### config.mk
export PLATFORM = sky130hd
export DESIGN_NAME = project3b_top
export DESIGN_NICKNAME = d
export VERILOG_FILES = /design/src/rtl/project3b_top.sv
export SDC_FILE = /design/constraint.sdc
export NUM_CORES = 1
export LEC_CHECK = 0
export ABC_AREA = 1
export CORE_MARGIN = 5
export CORE_UTILIZATION = 46
export DETAILED_ROUTE_END_ITERATION = 10
export PLACE_DENSITY = 0.81
export SYNTH_ARGS = -nofsm -noshare
export SYNTH_HDL_FRONTEND = slang
export SYNTH_SLANG_ARGS = --single-unit
### constraint.sdc
create_clock -name CLOCK_50 -period 2.04 [get_ports CLOCK_50]
set_clock_uncertainty 0.05 [all_clocks]
set_input_delay 0.204 -clock CLOCK_50 [delete_from_list [all_inputs] [get_ports CLOCK_50]]
set_output_delay 0.204 -clock CLOCK_50 [all_outputs]
set_load 0.005 [all_outputs]
### src/rtl/project3b_top.sv
// project3b_top: board-level combination lock. Three correct 7-bit codes
// entered in order on SW (each confirmed with KEY[0]) open the lock; too many
// wrong entries latch an alarm that only KEY[1] reset clears.
module project3b_top #(
    parameter logic [6:0]  CODE0    = 7'h12,
    parameter logic [6:0]  CODE1    = 7'h34,
    parameter logic [6:0]  CODE2    = 7'h56,
    parameter int unsigned MAX_FAIL = 3
) (
    input  logic       CLOCK_50,
    input  logic [1:0] KEY,
    input  logic [6:0] SW,
    output logic [6:0] HEX3,
    output logic [6:0] HEX2,
    output logic [6:0] HEX1,
    output logic [6:0] HEX0,
    output logic [6:0] LED
);

    // State encodings double as the hex digit shown on HEX1.
    typedef enum logic [3:0] {
        S_LOCKED = 4'h0,
        S_GOT1   = 4'h1,
        S_GOT2   = 4'h2,
        S_OPEN   = 4'h3,
        S_ALARM  = 4'hE
    } state_t;

    localparam logic [3:0] MAX_FAIL_C = 4'(MAX_FAIL);

    logic       rst_n;
    logic       key_meta_q;
    logic       key_sync_q;
    logic       key_prev_q;
    logic       enter_pulse;
    state_t     state_q, state_d;
    logic [3:0] fail_cnt_q, fail_cnt_d;

    // Active-low 7-segment decoder, bit0 = seg a ... bit6 = seg g.
    function automatic logic [6:0] seg7(input logic [3:0] d);
        logic [6:0] s;
        case (d)
            4'h0: s = 7'h40;
            4'h1: s = 7'h79;
            4'h2: s = 7'h24;
            4'h3: s = 7'h30;
            4'h4: s = 7'h19;
            4'h5: s = 7'h12;
            4'h6: s = 7'h02;
            4'h7: s = 7'h78;
            4'h8: s = 7'h00;
            4'h9: s = 7'h10;
            4'hA: s = 7'h08;
            4'hB: s = 7'h03;
            4'hC: s = 7'h46;
            4'hD: s = 7'h21;
            4'hE: s = 7'h06;
            default: s = 7'h0E;
        endcase
        return s;
    endfunction

    assign rst_n = KEY[1];

    // Two-flop synchroniser for ENTER plus a delayed copy for edge detection.
    always_ff @(posedge CLOCK_50 or negedge rst_n) begin
        if (!rst_n) begin
            key_meta_q <= 1'b1;
            key_sync_q <= 1'b1;
            key_prev_q <= 1'b1;
        end else begin
            key_meta_q <= KEY[0];
            key_sync_q <= key_meta_q;
            key_prev_q <= key_sync_q;
        end
    end

    // One pulse per press: synchronised key has just gone from released to pressed.
    assign enter_pulse = key_prev_q & ~key_sync_q;

    // Lock state and failure counter registers.
    always_ff @(posedge CLOCK_50 or negedge rst_n) begin
        if (!rst_n) begin
            state_q    <= S_LOCKED;
            fail_cnt_q <= '0;
        end else begin
            state_q    <= state_d;
            fail_cnt_q <= fail_cnt_d;
        end
    end

    // Next-state logic: act only on an enter pulse, comparing SW that same cycle.
    always_comb begin
        logic fail;
        state_d    = state_q;
        fail_cnt_d = fail_cnt_q;
        fail       = 1'b0;
        if (enter_pulse) begin
            case (state_q)
                S_LOCKED: begin
                    if (SW == CODE0) state_d = S_GOT1;
                    else             fail    = 1'b1;
                end
                S_GOT1: begin
                    if (SW == CODE1) state_d = S_GOT2;
                    else             fail    = 1'b1;
                end
                S_GOT2: begin
                    if (SW == CODE2) begin
                        state_d    = S_OPEN;
                        fail_cnt_d = '0;
                    end else begin
                        fail = 1'b1;
                    end
                end
                S_OPEN: begin
                    state_d    = S_LOCKED;
                    fail_cnt_d = '0;
                end
                default: begin
                    state_d = state_q;
                end
            endcase
        end
        if (fail) begin
            if (fail_cnt_q + 4'd1 == MAX_FAIL_C) begin
                state_d    = S_ALARM;
                fail_cnt_d = MAX_FAIL_C;
            end else begin
                state_d    = S_LOCKED;
                fail_cnt_d = fail_cnt_q + 4'd1;
            end
        end
    end

    // Display and LED outputs.
    always_comb begin
        HEX3 = seg7({1'b0, SW[6:4]});
        HEX2 = seg7(SW[3:0]);
        HEX1 = seg7(state_q);
        HEX0 = seg7(fail_cnt_q);
        LED  = SW;
    end

endmodule

==> results of run 1 <==
==> power groups by stage <==
| stage | registers [uW] | clock network [uW] | logic, uW |
|---|---|---|---|
| CTS | 205 | 155 | 170 |
| global route | 205 | 170 | 185 |
| finish | 205 | 156 | 169 |
| detailed placement | 208 | 0 | 177 |
| global placement | 208 | 0 | 174 |
| floorplan | 208 | 0 | 74.4 |
==> how the worst min path moves through the flow <==
stage                                end  cells past startpoint            startpoint  slack [ps]
6_report       fail_cnt_q[1]$_DFFE_PN0P_                      1                KEY[1]         170
5_1_grt        fail_cnt_q[1]$_DFFE_PN0P_                      1                KEY[1]         200
4_1_cts        fail_cnt_q[1]$_DFFE_PN0P_                      1                KEY[1]         180
3_5_place_dp        key_sync_q$_DFF_PN1_                      0  key_meta_q$_DFF_PN1_         300
3_3_place_gp        key_sync_q$_DFF_PN1_                      0  key_meta_q$_DFF_PN1_         300
2_1_floorplan  fail_cnt_q[0]$_DFFE_PN0P_                      0                KEY[1]        -140
==> worst register-to-register path: cells and delay by family, from the launching register on <==
kind | cells | cell delay [ps]
buf+inv | 1 | 140
fa+ha+maj | 1 | 200
simple gates | 8 | 870
flops | 1 | 420
==> through the flow <==
stage / instance area, sq um / TNS [ps]
3_3_place_gp: 1840 / -108
4_1_cts: 1870 / -128
3_5_place_dp: 1840 / -370
6_report: 1960 / 0
5_1_grt: 1960 / -45.0
2_1_floorplan: 1320 / 0
==> repair_timing <==
item | CTS | global route
pin swaps | 3 | 3
hold endpoints to repair | 0 | 0
endpoints found under the setup margin | 15 | 13
buffers inserted | 0 | 6
resized for setup | 18 | 20
==> placed cells by master, fill, tap and decap left out, types with 2 or more instances in the layout <==
cell	Yosys	final
a21oi_1	11	10
buf_4	7	25
clkbuf_4	0	3
clkdlybuf4s50_1	0	26
dfrtp_1	7	5
dfrtp_2	0	2
dfstp_2	3	3
dlygate4sd2_1	0	10
dlymetal6s2s_1	0	7
ha_1	19	16
ha_2	0	2
inv_1	25	19
inv_2	1	7
nand2_1	44	42
nand2_2	4	6
nand2_4	2	2
nand3_1	11	11
nor2_1	13	12
o2111ai_1	3	3
o211ai_1	2	2
o21ai_0	14	13
o31ai_1	2	2
==> metal layers <==
metal	global-route usage [%]	wire length (um)	share of wire (%)
met2	27.8	1710	49
met1	21.6	1490	43
met3	2.84	212	6.1
met5	0	0	0
met4	5.45	67	1.9
==> state kept, by name, summed over array words and instances (netlist names) <==
register	cells
fail_cnt_q	4
state_q	3
key_meta_q	1
key_sync_q	1
key_prev_q	1
==> layout make-up <==
class,instances,area share [%]
tap,31,1.98
inverter,27,5.42
sequential,10,13.1
clock buffer,4,1.34
timing repair buffer,70,32.9
multi-input combinational,136,45.3
==> cell families (layout without fill, tap and decap cells) <==
family	count (synthesis)	count (layout)	share of synthesized area, %
fa+ha+maj	19	19	18.0
compound gates	37	37	17.7
buf+inv	40	101	16.1
simple gates	80	80	29.0
flops	10	10	19.2
==> impl_metrics.ini, run 1 <==
[outcome]
status = completed

[cells_and_area]
fin_util_pct = 71.1
multi_input_area_sq_um = 888
finalNetCount = 277
fillers = 221
drive_gt1_share_pct = 24.7
antennaDiodeCount = 0
syn2layout_area_growth_pct = 48.4
seqCellArea_sq_um = 256
fin_cells = 278

[routing]
drt_iter0_drc = 95
first_pass_iters = 4
vias_per_cell = 5.19
drc = 0
avgRoutedWirePerCell_um = 12.5
wl_um = 3480
vias = 1442
ant_nets = 0

[die]
dieArea_sq_um = 4040
die_w_um = 63.6
pin_count = 45
core_area_sq_um = 2760
start_util_pct = 47.9
dieHeight_um = 63.6
rows = 19

[setup_path]
crit_path_end_kind = output pin
reg2reg_slack_ps = 290
ff2ff_path_depth = 10
critPathCapture = HEX2[6]
critical_path_buf_inv_count = 3
cp_data_required_time_ps = 1790
critPathMaxFanout = 5
crit_start = SW[0]
crit_chain = clkdlybuf4s50_1, buf_4, ha_1, nand2_1, o211ai_1, clkdlybuf4s50_1
cp.arrival_ps = 1770
crit_path_max_incr_delay_ps = 520
worst_setup_path_start_kind = primary input
cp.depth = 6
r2r_start = fail_cnt_q[0]$_DFFE_PN0P_
critical-path-top-delay-family = buffers and inverters
rr_endpoint = state_q[1]$_DFFE_PN0P_
critPathSlowestCell = clkdlybuf4s50_1
worst_path_most_repeated_cell = clkdlybuf4s50_1
crit_type = primary input to output pin

[grt]
grt_max_degree = 16
grt_usage_pct = 16.7
overflow = 0
grt_pass1_wl_um = 5730
grt_pass1_vias = 1328
antenna_found_initial = 0

[pwr]
p_leak_uw = 0.00109
p_int_uw = 372
switching_power_uw = 158
power_frac_comb_pct = 31.9
p_seq_share_pct = 38.6
clockPowerShare_pct = 29.5
ir_drop_v = 0.000434
powerDensity_nw_per_um2 = 270
power.share.switching_pct = 29.8
p_total_uw = 530

[clock_tree]
clk_latency_ps = 280
cts_sinks = 10
cts_made_buffers = 3
htreeDepth = 1
cts.path.max_buffers = 2
cts_tree = done
cts_root_buffer = clkbuf_4
holdBufCountCts = 0
cts.reportedPaths.clkPinSlew_ps = 80

[yosys]
synthTopCellsByArea = ha_1 (18%), dfrtp_1 (13%), nand2_1 (13%)
ys_ff_latch = 10
synth_top_area_cell = ha_1
synth_nets = 215
synthArstFlopShare_pct = 100
syn_area_sq_um = 1320
synth_edf_count = 0
avgSynthCellArea_sq_um = 7.10
synthCells = 186
post-synth-top-count-cell = nand2_1
ys_warn_count = 0
synthTopCellsByCount = nand2_1 (44), inv_1 (25), ha_1 (19)
yosys.area.top_type_share_pct = 18.0
synth_flop_cell = dfrtp_1
ys_types = 31
yosysSeqAreaShare_pct = 19.2

[sta]
timing.final.ws_setup_ps = 20.4
period_needed_ps = 2020
finalHoldViolCount = 0
setup_viol = 0
finalCritPeriodShare_pct = 99.0
maxSlewViolCount = 0
fmax_mhz = 495
worst_pin_slew_ps = 479
holdWs_ps = 173
relSlewSlack_pct = 68.0

[hold_path]
worstHoldPathType = primary input to asynchronous set/reset pin

[placement]
dpl.cell_count = 268
place.detailed.hpwl_um = 2590
gp_congestion = 0.931
place_ws_ps = -80.1
io_buffer_count = 44

[run]
cap_violations = 0
(Power assumes the default switching activity.)
==> inputs of run 2 (changes only) <==
--- a/config.mk
+++ b/config.mk
@@ -10,6 +10,7 @@
 export CORE_UTILIZATION = 46
 export DETAILED_ROUTE_END_ITERATION = 10
 export PLACE_DENSITY = 0.81
+export RECOVER_POWER = 25
 export SYNTH_ARGS = -nofsm -noshare
 export SYNTH_HDL_FRONTEND = slang
 export SYNTH_SLANG_ARGS = --single-unit
==> run 2 against run 1 <==
Compared with the run above:
- utilization is the same
- cell area is the same
- sequential share of layout area is the same
- power shrank 0.27%
- critical path depth is the same
- clock-buffer cell count is the same
- highest routed layer unchanged
- worst setup slack gained 0.59 ps
- maximum frequency is essentially flat
- largest cell class unchanged
- critical endpoint unchanged
- non-clock buffer count is the same
==> impl_metrics.ini, run 2 (same netlist as run 1, synthesis figures left out) <==
[outcome]
status = completed

[routing]
avgRoutedWirePerCell_um = 12.5
ant_nets = 0
vias_per_cell = 5.17
vias = 1436
first_pass_iters = 4
drt_iter0_drc = 95
drc = 0
wl_um = 3480

[cells_and_area]
finalNetCount = 277
fillers = 221
multi_input_area_sq_um = 888
seqCellArea_sq_um = 256
reg_top3 = fail_cnt_q x4, state_q x3
regMostFlops = fail_cnt_q
drive_gt1_share_pct = 24.7
final_common_cell = nand2_1
largest_register_ffs = 4
antennaDiodeCount = 0
layout_common_cells = nand2_1 (42), buf_4 (25), clkdlybuf4s50_1 (24)
syn2layout_area_growth_pct = 48.4

[die]
die_w_um = 63.6
dieHeight_um = 63.6
start_util_pct = 47.9
core_area_sq_um = 2760
rows = 19
dieArea_sq_um = 4040
pin_count = 45

[setup_path]
worst_setup_path_start_kind = primary input
crit_chain = clkdlybuf4s50_1, buf_4, ha_1, nand2_1, o211ai_1, clkdlybuf4s50_1
cp.arrival_ps = 1770
crit_path_end_kind = output pin
critPathMaxFanout = 5
cp_data_required_time_ps = 1790
worst_path_most_repeated_cell = clkdlybuf4s50_1
r2r_start = fail_cnt_q[0]$_DFFE_PN0P_
crit_type = primary input to output pin
crit_path_max_incr_delay_ps = 520
crit_start = SW[0]
critPathSlowestCell = clkdlybuf4s50_1

[clock_tree]
clk_latency_ps = 280
cts_tree = done
cts_sinks = 10
cts_root_buffer = clkbuf_4
htreeDepth = 1
cts.path.max_buffers = 2
cts_made_buffers = 3
cts.reportedPaths.clkPinSlew_ps = 80
holdBufCountCts = 0

[grt]
grt_usage_pct = 16.7
overflow = 0
grt_max_degree = 16
grt_pass1_wl_um = 5730
grt_pass1_vias = 1328
antenna_found_initial = 0

[sta]
relSlewSlack_pct = 68.0
timing.final.ws_setup_ps = 20.9
period_needed_ps = 2020
finalHoldViolCount = 0
finalCritPeriodShare_pct = 99.0
maxSlewViolCount = 0
worst_pin_slew_ps = 478
setup_viol = 0
fmax_mhz = 495
fin_setup_tns_ps = 0

[pwr]
powerDensity_nw_per_um2 = 269
p_leak_uw = 0.00109
ir_drop_v = 0.000432

[placement]
io_buffer_count = 44
place.detailed.hpwl_um = 2590
place_ws_ps = -80.1
gp_congestion = 0.931

[hold_path]
worstHoldPathType = primary input to asynchronous set/reset pin

[run]
cap_violations = 0
run 2: changes by cell type in the layout (fill, tap and decap cells not counted), sizes merged:
cell	previous run	this run
dlygate4sd3	0	2
clkdlybuf4s50	26	24
run 2: cell type report:
type | instances | area share [%]
multi-input combinational | 136 | 45.3
timing repair buffer | 70 | 32.9
sequential | 10 | 13.1
inverter | 27 | 5.42
tap | 31 | 1.98
clock buffer | 4 | 1.34
run 2: layer usage:
| metal | share of wire [%] | up-vias | wire [um] | GRT usage [%] |
|---|---|---|---|---|
| met4 | 1.9 | 0 | 67 | 5.45 |
| met1 | 42 | 659 | 1450 | 21.6 |
| met2 | 50 | 57 | 1720 | 27.8 |
| li1 | - | 712 | - | - |
| met3 | 6.8 | 8 | 235 | 2.84 |
| met5 | 0 | - | 0 | 0 |
run 2: through the flow:
stage          utilization (%)  power, uW  hold slack (ps)  cell area, sq um  instances
4_1_cts                   67.8        530              175              1870        272
5_1_grt                   71.1        559              271              1960        278
6_report                  71.1        528              244              1960        278
2_1_floorplan                -        282             -142              1320        186
3_5_place_dp              66.9        385              299              1840        268
3_3_place_gp              66.9        382              297              1840        268
run 2: report_power, final:
part | switching [uW] | internal [uW]
Combinational | 76.1 | 91.9
Sequential | 1.15 | 204
Clock | 79.7 | 75.9
run 2: path summary, 6_finish.rpt:
| kind | endpoint | slack [ps] | cells after the start |
|---|---|---|---|
| min in group CLOCK_50 | key_sync_q$_DFF_PN1_ | 290 | 0 |
| max in group asynchronous | key_prev_q$_DFF_PN1_ | 1350 | 1 |
| setup / recovery | HEX2[6] | 20 | 6 |
| hold / removal | fail_cnt_q[1]$_DFFE_PN0P_ | 240 | 1 |
| setup reg to reg | state_q[1]$_DFFE_PN0P_ | 290 | 10 |
| hold reg to reg | key_sync_q$_DFF_PN1_ | 290 | 0 |
run 2: critical path: cells and delay by family:
family | cells | cell delay, ps
simple gates | 1 | 100
compound gates | 1 | 90
fa+ha+maj | 1 | 200
buf+inv | 3 | 1170
run 2: repair_timing:
item	in CTS	in global routing
cloned	0	0
endpoints found under the hold margin	0	0
setup endpoints to repair	15	13
pin swaps	3	3
buffers inserted	0	6
gates resized for setup	18	20
